## src/rtl/uart_rx.sv

```systemverilog
// 8-bit UART receiver with 16x oversampling and mid-bit sampling.
// Define UART_RX_PARITY_EN to expect an even-parity bit between the data and stop bits.
module uart_rx #(
    parameter int OVS_DIV = 326
) (
    input  logic       clk,
    input  logic       rst_n,
    input  logic       rx,
    output logic [7:0] data_out,
    output logic       data_valid,
    output logic       framing_err,
    output logic       parity_err,
    output logic       busy
);
    localparam int CW = (OVS_DIV > 1) ? $clog2(OVS_DIV) : 1;

`ifdef UART_RX_PARITY_EN
    typedef enum logic [2:0] {IDLE, START, DATA, PARITY, STOP} state_t;
    logic          par_smp;
`else
    typedef enum logic [2:0] {IDLE, START, DATA, STOP} state_t;
`endif

    state_t        state;
    logic          rx_m, rx_s, rx_p;
    logic [CW-1:0] tick_cnt;
    logic [3:0]    smp_cnt;
    logic [2:0]    bit_cnt;
    logic [7:0]    shreg;
    logic          stop_smp;
    logic          stop_done;
    logic          tick;
    logic          start_edge;
    logic          bit_end;

    assign tick       = (tick_cnt == CW'(OVS_DIV - 1));
    assign start_edge = (state == IDLE) && rx_p && !rx_s;
    assign bit_end    = tick && (smp_cnt == 4'd15);

    always_ff @(posedge clk) begin
        if (!rst_n) begin
            state       <= IDLE;
            rx_m        <= 1'b1;
            rx_s        <= 1'b1;
            rx_p        <= 1'b1;
            tick_cnt    <= '0;
            smp_cnt     <= '0;
            bit_cnt     <= '0;
            shreg       <= '0;
            stop_smp    <= 1'b0;
            stop_done   <= 1'b0;
            data_out    <= '0;
            data_valid  <= 1'b0;
            framing_err <= 1'b0;
            busy        <= 1'b0;
`ifdef UART_RX_PARITY_EN
            par_smp     <= 1'b0;
            parity_err  <= 1'b0;
`endif
        end else begin
            rx_m        <= rx;
            rx_s        <= rx_m;
            rx_p        <= rx_s;
            data_valid  <= 1'b0;
            framing_err <= 1'b0;
`ifdef UART_RX_PARITY_EN
            parity_err  <= 1'b0;
`endif
            // Restarting the divider on the start edge aligns every later sample to mid-bit
            if (start_edge || tick)
                tick_cnt <= '0;
            else
                tick_cnt <= tick_cnt + CW'(1);
            if (tick)
                smp_cnt <= smp_cnt + 4'd1;

            case (state)
                IDLE: begin
                    if (start_edge) begin
                        state   <= START;
                        busy    <= 1'b1;
                        smp_cnt <= '0;
                    end
                end
                START: begin
                    if (tick && smp_cnt == 4'd7) begin
                        smp_cnt <= '0;
                        if (rx_s) begin
                            state <= IDLE;
                            busy  <= 1'b0;
                        end else begin
                            state   <= DATA;
                            bit_cnt <= '0;
                        end
                    end
                end
                DATA: begin
                    if (bit_end) begin
                        shreg   <= {rx_s, shreg[7:1]};
                        bit_cnt <= bit_cnt + 3'd1;
                        if (bit_cnt == 3'd7) begin
`ifdef UART_RX_PARITY_EN
                            state <= PARITY;
`else
                            state <= STOP;
`endif
                        end
                    end
                end
`ifdef UART_RX_PARITY_EN
                PARITY: begin
                    if (bit_end) begin
                        par_smp <= rx_s;
                        state   <= STOP;
                    end
                end
`endif
                STOP: begin
                    // Sample first, publish one clock later
                    if (stop_done) begin
                        stop_done   <= 1'b0;
                        data_out    <= shreg;
                        data_valid  <= 1'b1;
                        framing_err <= ~stop_smp;
`ifdef UART_RX_PARITY_EN
                        parity_err  <= par_smp ^ (^shreg);
`endif
                        state       <= IDLE;
                        busy        <= 1'b0;
                    end else if (bit_end) begin
                        stop_smp  <= rx_s;
                        stop_done <= 1'b1;
                    end
                end
                default: begin
                    state <= IDLE;
                    busy  <= 1'b0;
                end
            endcase
        end
    end

`ifndef UART_RX_PARITY_EN
    assign parity_err = 1'b0;
`endif

endmodule

```

## config.mk

```make
export PLATFORM = sky130hd
export DESIGN_NAME = uart_rx
export DESIGN_NICKNAME = d
export VERILOG_FILES = /design/src/rtl/uart_rx.sv
export SDC_FILE = /design/constraint.sdc
export NUM_CORES = 1
export LEC_CHECK = 0
export BUFFER_PORTS_ARGS = -buffer_cell sky130_fd_sc_hd__buf_2
export CAP_MARGIN = 30
export CORE_UTILIZATION = 60
export CTS_CLUSTER_SIZE = 16
export DETAILED_ROUTE_END_ITERATION = 12
export GPL_TIMING_DRIVEN = 0
export PLACE_DENSITY = 0.91
export SLEW_MARGIN = 20
export SYNTH_ARGS = -nofsm -noshare
export SYNTH_HDL_FRONTEND = slang
export SYNTH_SLANG_ARGS = --single-unit
```

## constraint.sdc

```tcl
create_clock -name clk -period 5.3 [get_ports clk]
set_clock_uncertainty 0.15 [all_clocks]
set_input_delay 0.53 -clock clk [delete_from_list [all_inputs] [get_ports clk]]
set_output_delay 0.53 -clock clk [all_outputs]
set_load 0.01 [all_outputs]
```

; Yosys cells after proc, flatten, opt, wreduce, memory -nomap -nowiden
; Index checks and enable logic that the tools add are counted.
[totals]
word_cells = 75
mem_bits_ro = 0
reg_bits = 43
n_memories = 0
inputBits = 3
output_inout_bits = 12
latchBits = 0
ramBits = 0
[classes]
div = 0
n_addsub = 3
n_shift = 0
muxes = 23
multipliers = 0
n_bitwise = 4
reduce_logical = 17
eq_ne = 14
order_cmp = 0
[op_table]
columns = cell, count
row1 = two-way mux 3 bit, 8
row2 = inequality test 2 bit (second input constant), 7
row3 = two-way mux 4 bit, 3
row4 = case mux 3 bit (4 select lines), 1
row5 = AND reduction 5 bit, 2
row6 = adder 9 x 1 -> 9 bit (second input constant), 1
row7 = equality test 9 bit (second input constant), 1
row8 = case mux 4 bit (2 select lines), 1
row9 = two-way mux 1 bit, 7
row10 = equality test 3 x 2 -> 1 bit (second input constant), 2
row11 = case mux 3 bit (2 select lines), 1
row12 = AND reduction 2 bit, 3
row13 = AND reduction 3 bit, 2
row14 = adder 4 x 1 -> 4 bit (second input constant), 1
row15 = equality test 4 x 3 -> 1 bit (second input constant), 1
row16 = equality test 4 bit (second input constant), 1
row17 = logical AND 1 bit, 4
row18 = NOT 1 bit, 4
row19 = case mux 1 bit (4 select lines), 1
row20 = AND reduction 4 bit, 1
row21 = adder 3 x 1 -> 3 bit (second input constant), 1
row22 = equality test 3 x 1 -> 1 bit (second input constant), 1
row23 = equality test 3 bit (second input constant), 1
row24 = zero test 3 bit, 1
row25 = 5 further kinds, 5

; Depth between registers and ports, before layout
; Gate-level depths: netlist (run 1).
[logic_depth]
depth_word = 5
ltp_mapped = 7

; Least setup slack after synthesis (run 1)
; OpenSTA, ideal clock, no wires.
[synth_path]
path_kind = register to register
from = register tick_cnt[3]
to = register shreg[0]
synth_period_minus_slack_ps = 1967
stages_incl_launch_ff = 7
arrival_time_ps = 1701
path_slack_ps = 3333
setup_ps = 116
path_cell_list = dfxtp_1 -> or4b_1 -> buf_2 -> nor4_4 -> buf_6 -> mux2i_1 -> nor2b_1
[synth_between]
elab_chain_cells = 3
[synth_rtl]
columns = element, line
row1 = from (decl), 26  ; logic [CW-1:0] tick_cnt;
row2 = from (signal assigned), 73  ; tick_cnt <= tick_cnt + CW'(1);
row3 = equality test 9 bit, 36  ; assign tick = (tick_cnt == CW'(OVS_DIV - 1));
row4 = logical AND 1 bit, 38  ; assign bit_end = tick && (smp_cnt == 4'd15);
row5 = AND reduction 2 bit (no line), -
row6 = to (signal assigned), 99  ; shreg <= {rx_s, shreg[7:1]};
row7 = to (decl), 29  ; logic [7:0] shreg;
; Every way passes these cells.
; A chain may end at the register's enable or synchronous reset.

; Final worst setup path (run 1)
[layout_path]
from = register tick_cnt[3]
to = register bit_cnt[2]
[layout_between]
elab_chain_cells = 4
[layout_rtl]
columns = element, line
row1 = equality test 9 bit (*), 36
row2 = logical AND 1 bit (on tied branches), "38, 86"
row3 = inequality test 2 bit (no line), -
row4 = AND reduction 4 bit (no line) (*), -
row5 = to (signal assigned), 100  ; bit_cnt <= bit_cnt + 3'd1;
row6 = to (decl), 28  ; logic [2:0] bit_cnt;
; Mark *: on every way between the ends. The rest lies on a longest branch, timed or not.

==> results of run 1 <==
registers in the layout, summed over array words and instances (netlist names):
register	flops
rx_s	1
state	2
rx_m	1
busy	1
rx_p	1
stop_smp	1
smp_cnt	4
tick_cnt	9
data_valid	1
framing_err	1
data_out	8
bit_cnt	3
stop_done	1
shreg	8
layout by cell type, fill, tap and decap left out, drive strengths merged, types with 2 or more instances in the layout:
cell type	instances
nand3	9
nor2	14
xor2	8
nand4	2
nand4b	2
xnor2	2
inv	4
buf	17
a21boi	8
nor2b	10
mux2i	10
o21ai	5
nor4	3
dfxtp	42
and2	3
ha	5
clkbuf	14
nand2b	6
and3	3
nor3	3
nand2	24
worst max-delay path: stages, from the launching register on:
cell,delay [ns]
dfxtp_1,0.36
or4b_1,0.52
buf_2,0.18
or2_1,0.25
buf_6,0.13
nor3_1,0.28
o21ai_0,0.15
routing by layer:
metal,part of all wire (%),wire (µm),vias up
met4,1.4,43,0
met5,0,0,-
met1,46,1463,605
met3,3.6,112,6
met2,49,1530,24
li1,-,-,668
Yosys cell counts (all sizes together), types with 2 or more instances:
cell    number  area (µm²)
dfxtp       42       840.8
nand2       24       90.09
nor2        14       52.55
mux2i       10       100.1
nor2b       10       62.56
nand3        9       45.04
a21boi       8       60.06
xor2         8       70.07
clkbuf       6       22.52
nand2b       6       37.54
ha           5       62.56
o21ai        5       25.02
buf          4       35.03
inv          4       15.01
and2         3       18.77
and3         3       18.77
nor3         3       15.01
nor4         3       33.78
nand4        2       12.51
nand4b       2       17.52
xnor2        2       17.52
power by group through the flow:
stage | clock network, W | logic (W) | registers [W]
2_1_floorplan | 0 | 0.0000158 | 0.000330
3_3_place_gp | 0 | 0.0000202 | 0.000330
3_5_place_dp | 0 | 0.0000216 | 0.000330
4_1_cts | 0.000192 | 0.0000218 | 0.000323
5_1_grt | 0.000205 | 0.0000240 | 0.000324
6_report | 0.000190 | 0.0000216 | 0.000323
logic make-up after synthesis:
logic type	Yosys count	synth area share, %
muxes	10	5.678
buffers and inverters	14	4.116
AOI/OAI and AO/OA	21	8.375
and+or+nand+nor	84	25.41
DFF	42	47.69
adders and majority gates	5	3.549
xor gates and xnor gates	10	4.968
other	1	0.2127
final timing paths:
check / startpoint / end / slack, ns / cells past startpoint
max: tick_cnt[3]$_SDFF_PP0_ / bit_cnt[2]$_SDFFE_PN0P_ / 3.17 / 6
min: rx / rx_m$_SDFF_PN1_ / 0.24 / 2
max reg2reg: tick_cnt[3]$_SDFF_PP0_ / bit_cnt[2]$_SDFFE_PN0P_ / 3.17 / 6
min reg2reg: rx_m$_SDFF_PN1_ / rx_s$_SDFF_PN1_ / 0.27 / 1
layout make-up:
type	instances	area share, %
multi-input cells	131	43.67
flip-flops and latches	42	43.22
clock buffers	8	4.051
plain buffers	10	2.958
well taps	31	1.994
repair buffers	13	3.344
inverters	4	0.7717
per-stage QoR:
| stage | util (%) | cells |
|---|---|---|
| 2_1_floorplan | - | 187 |
| 3_3_place_gp | 67.12 | 231 |
| 3_5_place_dp | 67.12 | 231 |
| 4_1_cts | 69.95 | 239 |
| 5_1_grt | 69.95 | 239 |
| 6_report | 69.95 | 239 |
==> metrics.log, run 1 <==
INFO  metric status = complete, no violations
INFO  metric grt.total_usage = 22.77%
INFO  metric areaGrowthSynthToFinish = 10.36%
INFO  metric detailedRoute.firstIterationViolations = 31
INFO  metric hold_ws = 0.2388 ns
INFO  metric setup_tns = 0 ns
INFO  metric clockPowerShare = 35.6%
INFO  metric postCtsResizedCells = 0
INFO  metric final_net_count = 215
INFO  metric clock_tree_from_tritoncts = built
INFO  metric cts-buffers-inserted = 5
INFO  metric power.density_cell_area = 275.0 nW/µm²
INFO  metric clk_path_buf_depth = 2
INFO  metric first_global_vias = 1275
INFO  metric vias = 1303
INFO  metric design.core.area = 2781 µm²
INFO  metric wl_per_cell = 13.18 µm
INFO  metric critical_path_class = flip-flop to flip-flop
INFO  metric clkSlewWorstSetupHoldPaths = 0.12 ns
INFO  metric crit_arrival = 2.21 ns
INFO  metric grt_overflow_total = 0
INFO  metric final-seq-area = 840.8 µm²
INFO  metric vdd_drop_max = 0.2360 mV
INFO  metric total_power = 0.0005351 W
INFO  metric startpoint_class_of_the_critical_path = flip-flop
INFO  metric totalWireLength = 3150 µm
INFO  metric synthesis.nets = 195
INFO  metric final_design_area_no_fill = 1946 µm²
INFO  metric multi_input_comb_area = 849.6 µm²
INFO  metric switching_power = 0.0001156 W
INFO  metric place_worst_setup_slack = 3.170 ns
INFO  metric async_flop_share = 0%
INFO  metric insertion_delay = 0.34 ns
INFO  metric number_of_placed_i_o_pins = 15
INFO  metric power_frac_seq = 60.4%
INFO  metric most_used_layer_global_route = met2
INFO  metric final-max-slew-violation-count = 0
INFO  metric data_required_time_of_the_worst_path = 5.38 ns
INFO  metric power_leakage = 0.7542 nW
INFO  metric timing.final.hold_violations = 0
INFO  metric final_critical_path_setup_slack = 3.172 ns
INFO  metric post-dp-hpwl = 2324 µm
INFO  metric fillCellCount = 208
INFO  metric flops_latches_synth = 42
INFO  metric critical_path_peak_fanout = 6
INFO  metric die_w = 56.21 µm
INFO  metric report.final.setup_viol = 0
INFO  metric synthesis.area = 1763 µm²
INFO  metric fp-row-count = 19
INFO  metric routabilityCongestion = 0.8038
INFO  metric synth_warnings = 0
INFO  metric n_antenna_cell = 0
INFO  metric global_route_track_usage_on_met3 = 5.581%
INFO  metric rsz_0062_raised_after_global_routing = no
INFO  metric detailed_place.area = 1867 µm²
INFO  metric share_of_final_layout_standard_cells_stronger_than_drive_strength_1 = 12.98%
INFO  metric antenna_violations_before_repair = 0
INFO  metric number_of_sinks_handled_by_clock_tree_synthesis = 42
INFO  metric synth_cell_types = 38
INFO  metric yosysSeqAreaShare = 47.69%
INFO  metric grt_pass1_wl = 5575 µm
INFO  metric ctsHtreeMaxLevel = 2
INFO  metric fmax = 470.0 MHz
INFO  metric synth_edf_count = 0
INFO  metric clock_root_buffer = clkbuf_4
INFO  metric cts.repair_timing.setup_buffer_count = 0
INFO  metric worstHoldPathType = primary input to flip-flop
INFO  metric drc = 0
INFO  metric timing.final.crit_share = 40.15%
INFO  metric timing.max_cap.violations = 0
INFO  metric via_per_inst = 5.452
INFO  metric globalRouteMet1Util = 28.29%
INFO  metric power.switching_fraction = 21.60%
INFO  metric syn_inst = 187
INFO  metric grt_start_max_net_pins = 13
INFO  metric detail_route.first_pass.iterations = 4
INFO  metric floorplan.die_area = 3159 µm²
INFO  metric yosys_most_used_dff = dfxtp_1
INFO  metric synthesis.area_per_instance = 9.427 µm²
INFO  metric die_y = 56.21 µm
INFO  metric pwr-share-comb = 4.0%
INFO  metric start_util = 63.38%
INFO  metric drt.antenna.violating_nets = 0
INFO  metric ctsHoldBuffers = 0
INFO  metric critical_path.endpoint_type = flip-flop
INFO  metric use_met2 = 37.93%
INFO  metric io_buffer_count = 13
INFO  metric internal_power = 0.0004195 W
INFO  metric finalWorstPathRequiredPeriod = 2.128 ns
Power figures use the tool's default switching activity.
==> inputs of run 2 (changes only) <==
--- a/config.mk
+++ b/config.mk
@@ -7,11 +7,11 @@
 export LEC_CHECK = 0
 export BUFFER_PORTS_ARGS = -buffer_cell sky130_fd_sc_hd__buf_2
 export CAP_MARGIN = 30
-export CORE_UTILIZATION = 60
+export CORE_UTILIZATION = 52
 export CTS_CLUSTER_SIZE = 16
 export DETAILED_ROUTE_END_ITERATION = 12
 export GPL_TIMING_DRIVEN = 0
-export PLACE_DENSITY = 0.91
+export PLACE_DENSITY = 0.85
 export SLEW_MARGIN = 20
 export SYNTH_ARGS = -nofsm -noshare
 export SYNTH_HDL_FRONTEND = slang
==> constraint.sdc (replaced) <==
create_clock -name clk -period 1.9 [get_ports clk]
set_clock_uncertainty 0.15 [all_clocks]
set_input_delay 0.19 -clock clk [delete_from_list [all_inputs] [get_ports clk]]
set_output_delay 0.19 -clock clk [all_outputs]
set_load 0.01 [all_outputs]
==> run 2 against run 1 <==
Compared with the run above: worst setup slack worse by 3.2 ns; total power rose to 2.7 times the previous value; critical path depth down 1; non-clock buffer count up 7; clock power up 130%; cell area up 7.2%; sequential share of layout area down 2.4 points; highest routed layer unchanged; core utilization down 3.3 points; wire length up 7.4%; flip-flop and latch count unchanged; final cell count up 8.4%.
==> metrics.log, run 2 (synthesis results as in run 1) <==
INFO  metric vdd_drop_max = 0.3595 mV
INFO  metric antenna_violations_before_repair = 0
INFO  metric timing.final.crit_share = 99.82%
INFO  metric grt_pass1_wl = 5319 µm
INFO  metric drc = 0
INFO  metric power_leakage = 0.8128 nW
INFO  metric fmax = 527.3 MHz
INFO  metric grt_start_max_net_pins = 15
INFO  metric path_cells = or4b_4 -> nor4_4 -> buf_6 -> mux2i_2 -> nor2b_1
INFO  metric clk_path_buf_depth = 2
INFO  metric finalWorstPathRequiredPeriod = 1.897 ns
INFO  metric routabilityCongestion = 0.7824
INFO  metric largest_reg_flops = 9
INFO  metric via_per_inst = 5.127
INFO  metric cts-buffers-inserted = 5
INFO  metric setup_tns = 0 ns
INFO  metric fillCellCount = 249
INFO  metric areaGrowthSynthToFinish = 18.31%
INFO  metric io_buffer_count = 13
INFO  metric clkSlewWorstSetupHoldPaths = 0.13 ns
INFO  metric grt_overflow_total = 0
INFO  metric grt.total_usage = 20.23%
INFO  metric final-max-slew-violation-count = 0
INFO  metric drt.antenna.violating_nets = 0
INFO  metric vias = 1328
INFO  metric number_of_sinks_handled_by_clock_tree_synthesis = 42
INFO  metric detail_route.first_pass.iterations = 6
INFO  metric finish.utilization = 66.68%
INFO  metric die_w = 60.23 µm
INFO  metric critical_path_class = flip-flop to flip-flop
INFO  metric place_worst_setup_slack = -0.1820 ns
INFO  metric floorplan.die_area = 3627 µm²
INFO  metric critical_path.endpoint_type = flip-flop
INFO  metric post-dp-hpwl = 2014 µm
INFO  metric die_y = 60.23 µm
INFO  metric rsz_0062_raised_after_global_routing = yes
INFO  metric design.core.area = 3128 µm²
INFO  metric crit_arrival = 2.01 ns
INFO  metric fp-row-count = 20
INFO  metric start_util = 56.36%
INFO  metric number_of_placed_i_o_pins = 15
INFO  metric layout_common_cells = 35 x dfxtp_1, 23 x nand2_1, 14 x nor2_1
INFO  metric startpoint_class_of_the_critical_path = flip-flop
INFO  metric totalWireLength = 3383 µm
INFO  metric clock_root_buffer = clkbuf_4
INFO  metric power.density_cell_area = 682.7 nW/µm²
INFO  metric data_required_time_of_the_worst_path = 2.02 ns
INFO  metric top_register = tick_cnt
INFO  metric final_critical_path_setup_slack = 0.003469 ns
INFO  metric post_layout_nonfiller_instances = 259
INFO  metric status = complete, no violations
INFO  metric share_of_final_layout_standard_cells_stronger_than_drive_strength_1 = 23.72%
INFO  metric largestRegisters = tick_cnt: 9 flops, data_out: 8 flops, shreg: 8 flops
INFO  metric timing.max_cap.violations = 0
INFO  metric worstHoldPathType = flip-flop to flip-flop
INFO  metric first_global_vias = 1177
INFO  metric report.final.setup_viol = 0
INFO  metric insertion_delay = 0.36 ns
INFO  metric detailedRoute.firstIterationViolations = 56
INFO  metric post-place-cells = 244
INFO  metric critical_path_peak_fanout = 6
INFO  metric ctsHtreeMaxLevel = 2
INFO  metric crit_slowest_cell = or4b_4
INFO  metric timing.final.hold_violations = 0
INFO  metric clock_tree_from_tritoncts = built
INFO  metric final_net_count = 222
INFO  metric longest_individual_stage_delay_on_the_worst_path = 0.60 ns
INFO  metric wl_per_cell = 13.06 µm
INFO  metric n_antenna_cell = 0
INFO  metric layout_commonest_cell = dfxtp_1
## run 2: cell types whose count changed in the layout (fill, tap and decap cells not counted), sizes merged
cell	before	now
buf	17	24
clkbuf	14	9
clkinv	0	2
dlygate4sd3	0	2
clkinvlp	0	1
## run 2: final timing paths
check | from | to | slack, ns | cells after the start
setup reg to reg | tick_cnt[3]$_SDFF_PP0_ | shreg[7]$_SDFFE_PN0P_ | 0.003 | 5
setup / recovery | tick_cnt[3]$_SDFF_PP0_ | shreg[7]$_SDFFE_PN0P_ | 0.003 | 5
hold / removal | stop_smp$_SDFFE_PN0P_ | framing_err$_SDFF_PN0_ | 0.28 | 1
hold reg to reg | stop_smp$_SDFFE_PN0P_ | framing_err$_SDFF_PN0_ | 0.28 | 1
## run 2: metrics by stage
| step | instance area (µm²) | power [W] | hold slack, ns |
|---|---|---|---|
| final | 2086 | 0.001424 | 0.2772 |
| after global routing | 2086 | 0.001474 | 0.2948 |
| after CTS | 2043 | 0.001422 | 0.2780 |
| after detailed placement | 1888 | 0.0009808 | 0.2504 |
| after global placement | 1888 | 0.0009790 | 0.2213 |
| after floorplan | 1768 | 0.0009635 | 0.1359 |
## run 2: final cells by class
class / instances / area, µm² / area share [%]
Buffer: 7 / 45.04 / 2.160
Timing Repair Buffer: 23 / 148.9 / 7.139
Clock inverter: 3 / 21.27 / 1.020
Inverter: 4 / 15.01 / 0.7199
Tap cell: 44 / 55.05 / 2.639
Multi-Input combinational cell: 131 / 910.9 / 43.67
Clock buffer: 5 / 37.54 / 1.800
Sequential cell: 42 / 852.1 / 40.85
## run 2: routing by layer
metal  GRT usage [%]  up-vias  share of wire (%)
li1                -      685                  -
met1           25.83      616                 47
met2           31.24       20                 49
met3           4.545        7                2.3
met4           11.30        0                2.1
met5               0        -                  0
## run 2: power by group
group / leakage, nW / internal (W) / switching, W
combinational: 0.439 / 0.0000368 / 0.0000392
sequential: 0.343 / 0.000892 / 0.0000131
clock: 0.0312 / 0.000144 / 0.000299
total: 0.813 / 0.00107 / 0.000351
## run 2: critical path: cells and delay by family, from the launching register on
family	cells	cell delay, ns
simple gates	3	0.92
buf+inv	1	0.19
mux	1	0.22
flops	1	0.34
## run 2: repair_timing
action / CTS / global route
buffers inserted: 4 / 3
endpoints found under the setup margin: 27 / 28
pin swaps: 3 / 2
hold endpoints to repair: 3 / 0
cloned: 1 / 0
hold buffers: 2 / 0
gates resized for setup: 13 / 13
